==> src/rtl/kb_pkg.sv <==
// Shared constants and FSM state encoding for the PS/2 scan-code filter.
package kb_pkg;

  localparam logic [7:0] BRK_CODE = 8'hF0;
  localparam logic [7:0] EXT_CODE = 8'hE0;

  typedef enum logic {
    IDLE = 1'b0,
    BRK  = 1'b1
  } kb_state_e;

endpackage

==> src/rtl/kb_fifo.sv <==
// First-word-fall-through FIFO; occupancy tracked by a separate count so full/empty
// never depend on pointer equality. Storage is reset so the head reads zero after reset.
module kb_fifo #(
  parameter int W_SIZE = 2,
  parameter int B      = 8
) (
  input  logic         clk,
  input  logic         reset,
  input  logic         wr,
  input  logic         rd,
  input  logic [B-1:0] w_data,
  output logic [B-1:0] r_data,
  output logic         empty,
  output logic         full
);

  localparam int DEPTH = 2 ** W_SIZE;

  logic [B-1:0]      mem_q [DEPTH];
  logic [W_SIZE-1:0] wr_ptr_q, wr_ptr_d;
  logic [W_SIZE-1:0] rd_ptr_q, rd_ptr_d;
  logic [W_SIZE:0]   count_q, count_d;
  logic              empty_q, full_q;
  logic              wr_en, rd_en;

  // A pop on a full FIFO frees the slot the simultaneous push lands in.
  assign wr_en = wr && (!full_q || rd);
  assign rd_en = rd && !empty_q;

  always_comb begin
    wr_ptr_d = wr_ptr_q;
    rd_ptr_d = rd_ptr_q;
    count_d  = count_q;
    if (wr_en) wr_ptr_d = wr_ptr_q + 1'b1;
    if (rd_en) rd_ptr_d = rd_ptr_q + 1'b1;
    case ({wr_en, rd_en})
      2'b10:   count_d = count_q + 1'b1;
      2'b01:   count_d = count_q - 1'b1;
      default: count_d = count_q;
    endcase
  end

  always_ff @(posedge clk or posedge reset) begin
    if (reset) begin
      for (int i = 0; i < DEPTH; i++) mem_q[i] <= '0;
      wr_ptr_q <= '0;
      rd_ptr_q <= '0;
      count_q  <= '0;
      empty_q  <= 1'b1;
      full_q   <= 1'b0;
    end else begin
      if (wr_en) mem_q[wr_ptr_q] <= w_data;
      wr_ptr_q <= wr_ptr_d;
      rd_ptr_q <= rd_ptr_d;
      count_q  <= count_d;
      empty_q  <= (count_d == '0);
      full_q   <= (count_d == (W_SIZE+1)'(DEPTH));
    end
  end

  assign r_data = mem_q[rd_ptr_q];
  assign empty  = empty_q;
  assign full   = full_q;

endmodule

==> src/rtl/kb_scan_filter.sv <==
// Filters raw PS/2 set-2 bytes into a queue of make codes: drops E0 prefixes,
// swallows F0 break sequences and optionally suppresses typematic repeats.
module kb_scan_filter
  import kb_pkg::*;
#(
  parameter int W_SIZE   = 2,
  parameter int RPT_SUPP = 1
) (
  input  logic       clk,
  input  logic       reset,
  input  logic       scan_done_tick,
  input  logic [7:0] scan_out,
  input  logic       rd_key_code,
  output logic [7:0] key_code,
  output logic       kb_buf_empty,
  output logic       kb_buf_full,
  output logic       kb_overflow
);

  kb_state_e  state_q, state_d;
  logic [7:0] last_code_q, last_code_d;
  logic       overflow_q, overflow_d;
  logic       push;
  logic       fifo_full;

  always_comb begin
    state_d     = state_q;
    last_code_d = last_code_q;
    overflow_d  = overflow_q;
    push        = 1'b0;
    if (scan_done_tick) begin
      case (state_q)
        IDLE: begin
          if (scan_out == BRK_CODE) begin
            state_d = BRK;
          end else if (scan_out != EXT_CODE) begin
            if (!(RPT_SUPP != 0 && scan_out == last_code_q)) begin
              push = 1'b1;
              // A dropped push leaves last_code alone so the key can be retried.
              if (fifo_full && !rd_key_code) overflow_d = 1'b1;
              else                           last_code_d = scan_out;
            end
          end
        end
        BRK: begin
          if (scan_out != EXT_CODE && scan_out != BRK_CODE) begin
            state_d = IDLE;
            if (scan_out == last_code_q) last_code_d = 8'h00;
          end
        end
        default: state_d = IDLE;
      endcase
    end
  end

  always_ff @(posedge clk or posedge reset) begin
    if (reset) begin
      state_q     <= IDLE;
      last_code_q <= 8'h00;
      overflow_q  <= 1'b0;
    end else begin
      state_q     <= state_d;
      last_code_q <= last_code_d;
      overflow_q  <= overflow_d;
    end
  end

  kb_fifo #(
    .W_SIZE (W_SIZE),
    .B      (8)
  ) u_fifo (
    .clk    (clk),
    .reset  (reset),
    .wr     (push),
    .rd     (rd_key_code),
    .w_data (scan_out),
    .r_data (key_code),
    .empty  (kb_buf_empty),
    .full   (fifo_full)
  );

  assign kb_buf_full = fifo_full;
  assign kb_overflow = overflow_q;

endmodule
==> config.mk <==
export PLATFORM = sky130hd
export DESIGN_NAME = kb_scan_filter
export DESIGN_NICKNAME = d
export VERILOG_FILES = /design/src/rtl/kb_pkg.sv /design/src/rtl/kb_fifo.sv /design/src/rtl/kb_scan_filter.sv
export SDC_FILE = /design/constraint.sdc
export NUM_CORES = 1
export LEC_CHECK = 0
export ABC_AREA = 0
export CAP_MARGIN = 30
export CORE_AREA = 3 3 68 77
export CTS_CLUSTER_SIZE = 14
export DETAILED_ROUTE_END_ITERATION = 10
export DIE_AREA = 0 0 71 80
export HOLD_SLACK_MARGIN = 0.12
export PLACE_DENSITY = 0.77
export REMOVE_ABC_BUFFERS = 1
export SKIP_CTS_REPAIR_TIMING = 1
export SLEW_MARGIN = 20
export SYNTH_ARGS = -nofsm -noshare
export SYNTH_HDL_FRONTEND = slang
export SYNTH_SLANG_ARGS = --single-unit
==> constraint.sdc <==
create_clock -name clk -period 3.62 [get_ports clk]
set_input_delay 0.543 -clock clk [delete_from_list [all_inputs] [get_ports clk]]
set_output_delay 0.543 -clock clk [all_outputs]
set_load 0.05 [all_outputs]
==> insert_results.sql <==
INSERT INTO impl_metrics (metric_group, metric, value, unit) VALUES
('floorplan', 'floorplan.die_area', '5680', 'um^2'),
('power_and_ir_drop', 'power-per-cell-area', '934', 'nW/um^2'),
('power_and_ir_drop', 'worst_supply_voltage_drop_on_vdd', '589', 'uV'),
('clock_tree', 'clockBufferDepth', '2', ''),
('hold_path', 'min_delay_path_depth', '1', ''),
('synthesis', 'synth_async_sr_flop_share', '100', '%'),
('sta', 'unrepaired_setup_endpoints_after_global_routing', 'false', ''),
('synthesis', 'yosys_warnings', '0', ''),
('worst_setup_path', 'kind_of_start_point_of_the_critical_path', 'input pin', ''),
('synthesis', 'synthSimpleGateAreaFrac', '4.87', '%'),
('clock_tree', 'cts_sinks', '51', ''),
('hold_path', 'hold_end', 'u_fifo.count_q[2]', ''),
('synthesis', 'synth-xor-area-share', '4.83', '%'),
('synthesis', 'synth_top_family_by_area', 'multiplexers', ''),
('synthesis', 'synth_mux_area_share', '22.2', '%'),
('clock_tree', 'worst_setup_hold_path_clk_slew', '0.09', 'ns'),
('drt', 'firstDrtPassIters', '4', ''),
('cells_and_area', 'area_grow_syn2layout', '17.4', '%'),
('floorplan', 'die-height', '80', 'um'),
('drt', 'wl_per_cell', '19.6', 'um'),
('placement', 'placement.io_buffers', '22', ''),
('cells_and_area', 'antenna_cells_inserted', '0', ''),
('synthesis', 'synth_area', '2540', 'um^2'),
('sta', 'timing.max_slew.rel_slack', '55.5', '%'),
('synthesis', 'compound_gate_portion_of_the_synthesized_area', '11.5', '%'),
('synthesis', 'ys_ff_latch', '51', ''),
('synthesis', 'post-synth-top-area-fraction', '49.2', '%'),
('floorplan', 'pin_count', '23', ''),
('clock_tree', 'ctsRootBufferMaster', 'sky130_fd_sc_hd__clkbuf_8', ''),
('worst_setup_path', 'worst_r2r_path_depth', '9', ''),
('flow_run', 'max_cap_violations', '0', ''),
('synthesis', 'netlist.top_cell.by_area', 'sky130_fd_sc_hd__dfrtp_1', ''),
('worst_setup_path', 'worst-setup-path-type', 'in -> reg', ''),
('drt', 'first_iter_violations', '81', ''),
('placement', 'hpwlAfterDp', '3590', 'um'),
('worst_setup_path', 'worst-path-max-fanout', '7', ''),
('cells_and_area', 'fillers', '320', ''),
('drt', 'drtAntennaViolNets', '0', ''),
('sta', 'slew_violations', '0', ''),
('synthesis', 'synth-seq-area-share', '50.3', '%'),
('sta', 'setup-violations-final', '0', ''),
('synthesis', 'yosys_most_used_dff', 'sky130_fd_sc_hd__dfrtp_1', ''),
('hold_path', 'hold_path.startpoint', 'u_fifo.count_q[2]', ''),
('sta', 'worstMarginPinSlew', '0.668', 'ns'),
('power_and_ir_drop', 'totalPowerFinal', '2.79', 'mW'),
('sta', 'timing.final.crit_period', '3.06', 'ns'),
('global_route', 'grtUsageTotal', '19.9', '%'),
('sta', 'fin_setup_tns', '0', 'ns'),
('worst_setup_path', 'rr_startpoint', 'state_q', ''),
('floorplan', 'die_boundary_width', '71', 'um'),
('sta', 'final_min_period_over_clock_period', '84.5', '%'),
('global_route', 'antenna_found_initial', '0', ''),
('sta', 'final_hold_viol_count', '0', ''),
('synthesis', 'synth_enable_flop_cells', '0', ''),
('floorplan', 'floorplan_core_area', '4550', 'um^2'),
('global_route', 'grt_max_degree', '35', ''),
('synthesis', 'synth.area.top_cells', 'sky130_fd_sc_hd__dfrtp_1, sky130_fd_sc_hd__mux2_2, sky130_fd_sc_hd__mux4_2', ''),
('cells_and_area', 'post_route_cells_drive_above_1_share', '31.1', '%'),
('worst_setup_path', 'reg2reg_slack', '0.90', 'ns'),
('synthesis', 'synth.lib_cells_used.distinct', '42', ''),
('status', 'status', 'finished clean', ''),
('cells_and_area', 'post-route-util', '65.5', '%'),
('floorplan', 'rows', '26', ''),
('placement', 'routability_driven_placement_congestion_ratio', '0.815', ''),
('drt', 'via_count', '1542', ''),
('floorplan', 'initial_utilization', '55.8', '%'),
('global_route', 'global_route_wire_length_before_repair', '8360', 'um'),
('drt', 'drt-vias-per-instance', '5.89', ''),
('worst_setup_path', 'crit_arrival', '3.30', 'ns'),
('drt', 'route.final.wire_length', '5120', 'um'),
('placement', 'placedInstanceArea', '2850', 'um^2');
[registers in the layout, summed over array words and instances, names as in the netlist]
name and count:
u_fifo.mem_q 32, last_code_q 8, u_fifo.count_q 3, u_fifo.rd_ptr_q 2
u_fifo.wr_ptr_q 2, kb_overflow 1, state_q 1, u_fifo.empty 1
u_fifo.full 1
[synth_stat cells, types with 2 or more instances]
| cell | count |
|---|---|
| sky130_fd_sc_hd__nor2b_1 | 2 |
| sky130_fd_sc_hd__ha_1 | 5 |
| sky130_fd_sc_hd__dfrtp_1 | 50 |
| sky130_fd_sc_hd__a21o_1 | 6 |
| sky130_fd_sc_hd__mux2_1 | 4 |
| sky130_fd_sc_hd__o211a_1 | 5 |
| sky130_fd_sc_hd__a22oi_1 | 2 |
| sky130_fd_sc_hd__nor2_1 | 3 |
| sky130_fd_sc_hd__xor2_1 | 10 |
| sky130_fd_sc_hd__mux4_2 | 8 |
| sky130_fd_sc_hd__clkbuf_1 | 5 |
| sky130_fd_sc_hd__inv_1 | 11 |
| sky130_fd_sc_hd__a211oi_4 | 4 |
| sky130_fd_sc_hd__nor4_4 | 2 |
| sky130_fd_sc_hd__mux2_2 | 30 |
| sky130_fd_sc_hd__xnor2_1 | 4 |
| sky130_fd_sc_hd__o22ai_1 | 2 |
[critical path, stage by stage]
cell,delay [ns]
sky130_fd_sc_hd__clkdlybuf4s50_1,0.53
sky130_fd_sc_hd__or3_1,0.49
sky130_fd_sc_hd__o211ai_2,0.20
sky130_fd_sc_hd__a21oi_2,0.09
sky130_fd_sc_hd__inv_2,0.12
sky130_fd_sc_hd__ha_1,0.21
sky130_fd_sc_hd__fa_1,0.43
sky130_fd_sc_hd__mux2_2,0.28
sky130_fd_sc_hd__or2_2,0.31
sky130_fd_sc_hd__nor2b_1,0.10
[worst max path at each step]
stage	from	to	slack [ns]	cells after the start
after floorplan	scan_out[0]	u_fifo.full	0.57	9
after global placement	scan_out[0]	u_fifo.full	0.35	10
after detailed placement	scan_out[0]	u_fifo.full	0.26	10
after CTS	scan_out[0]	u_fifo.full	0.56	10
after global routing	scan_out[0]	u_fifo.full	0.47	10
final	scan_out[0]	u_fifo.full	0.56	10
[layout make-up]
class / count / area, um^2 / area share, %
clock buffers: 5 / 68.8 / 2.31
clock inverters: 3 / 67.6 / 2.27
inverters: 12 / 45.0 / 1.51
multi-input cells: 108 / 1180 / 39.7
flip-flops and latches: 51 / 1280 / 42.8
well taps: 56 / 70.1 / 2.35
repair buffers: 27 / 270 / 9.06
[power breakdown]
part	internal (mW)	switching [mW]	leakage, nW
logic	0.614	0.689	0.598
registers	0.823	0.195	0.603
clock network	0.275	0.189	0.0644
[cells in the final DEF, fill, tap and decap left out, types with 3 or more instances in the layout]
cell type                         Yosys  routed
sky130_fd_sc_hd__o211a_1              5       5
sky130_fd_sc_hd__a211oi_4             4       4
sky130_fd_sc_hd__dfrtp_1             50      50
sky130_fd_sc_hd__mux2_1               4       4
sky130_fd_sc_hd__xnor2_1              4       4
sky130_fd_sc_hd__clkbuf_8             0       5
sky130_fd_sc_hd__xor2_1              10      10
sky130_fd_sc_hd__buf_4                0       4
sky130_fd_sc_hd__mux4_2               8       8
sky130_fd_sc_hd__clkdlybuf4s50_1      0      22
sky130_fd_sc_hd__ha_1                 5       5
sky130_fd_sc_hd__a21o_1               6       6
sky130_fd_sc_hd__inv_1               11      10
sky130_fd_sc_hd__mux2_2              30      30
sky130_fd_sc_hd__nor2_1               3       3
[layer usage]
metal / wire length (um) / vias to the layer above / track usage, %
li1: - / 696 / -
met1: 2000 / 798 / 23.8
met2: 2820 / 40 / 35.3
met3: 216 / 8 / 4.41
met4: 90 / 0 / 6.77
met5: 0 / - / 0
[through the flow]
stage	setup WS [ns]	hold WS, ns	instances
after floorplan	0.570	0.446	171
after global placement	0.347	0.451	253
after detailed placement	0.258	0.454	254
after CTS	0.561	0.482	262
after global routing	0.469	0.494	262
final	0.562	0.485	262
[cell families after synthesis]
| group | count (synthesis) |
|---|---|
| flops | 51 |
| mux | 42 |
| compound gates | 30 |
| buf+inv | 19 |
| simple gates | 16 |
| xor+xnor | 14 |
| fa+ha+maj | 6 |
Power figures use the tool's default switching activity.
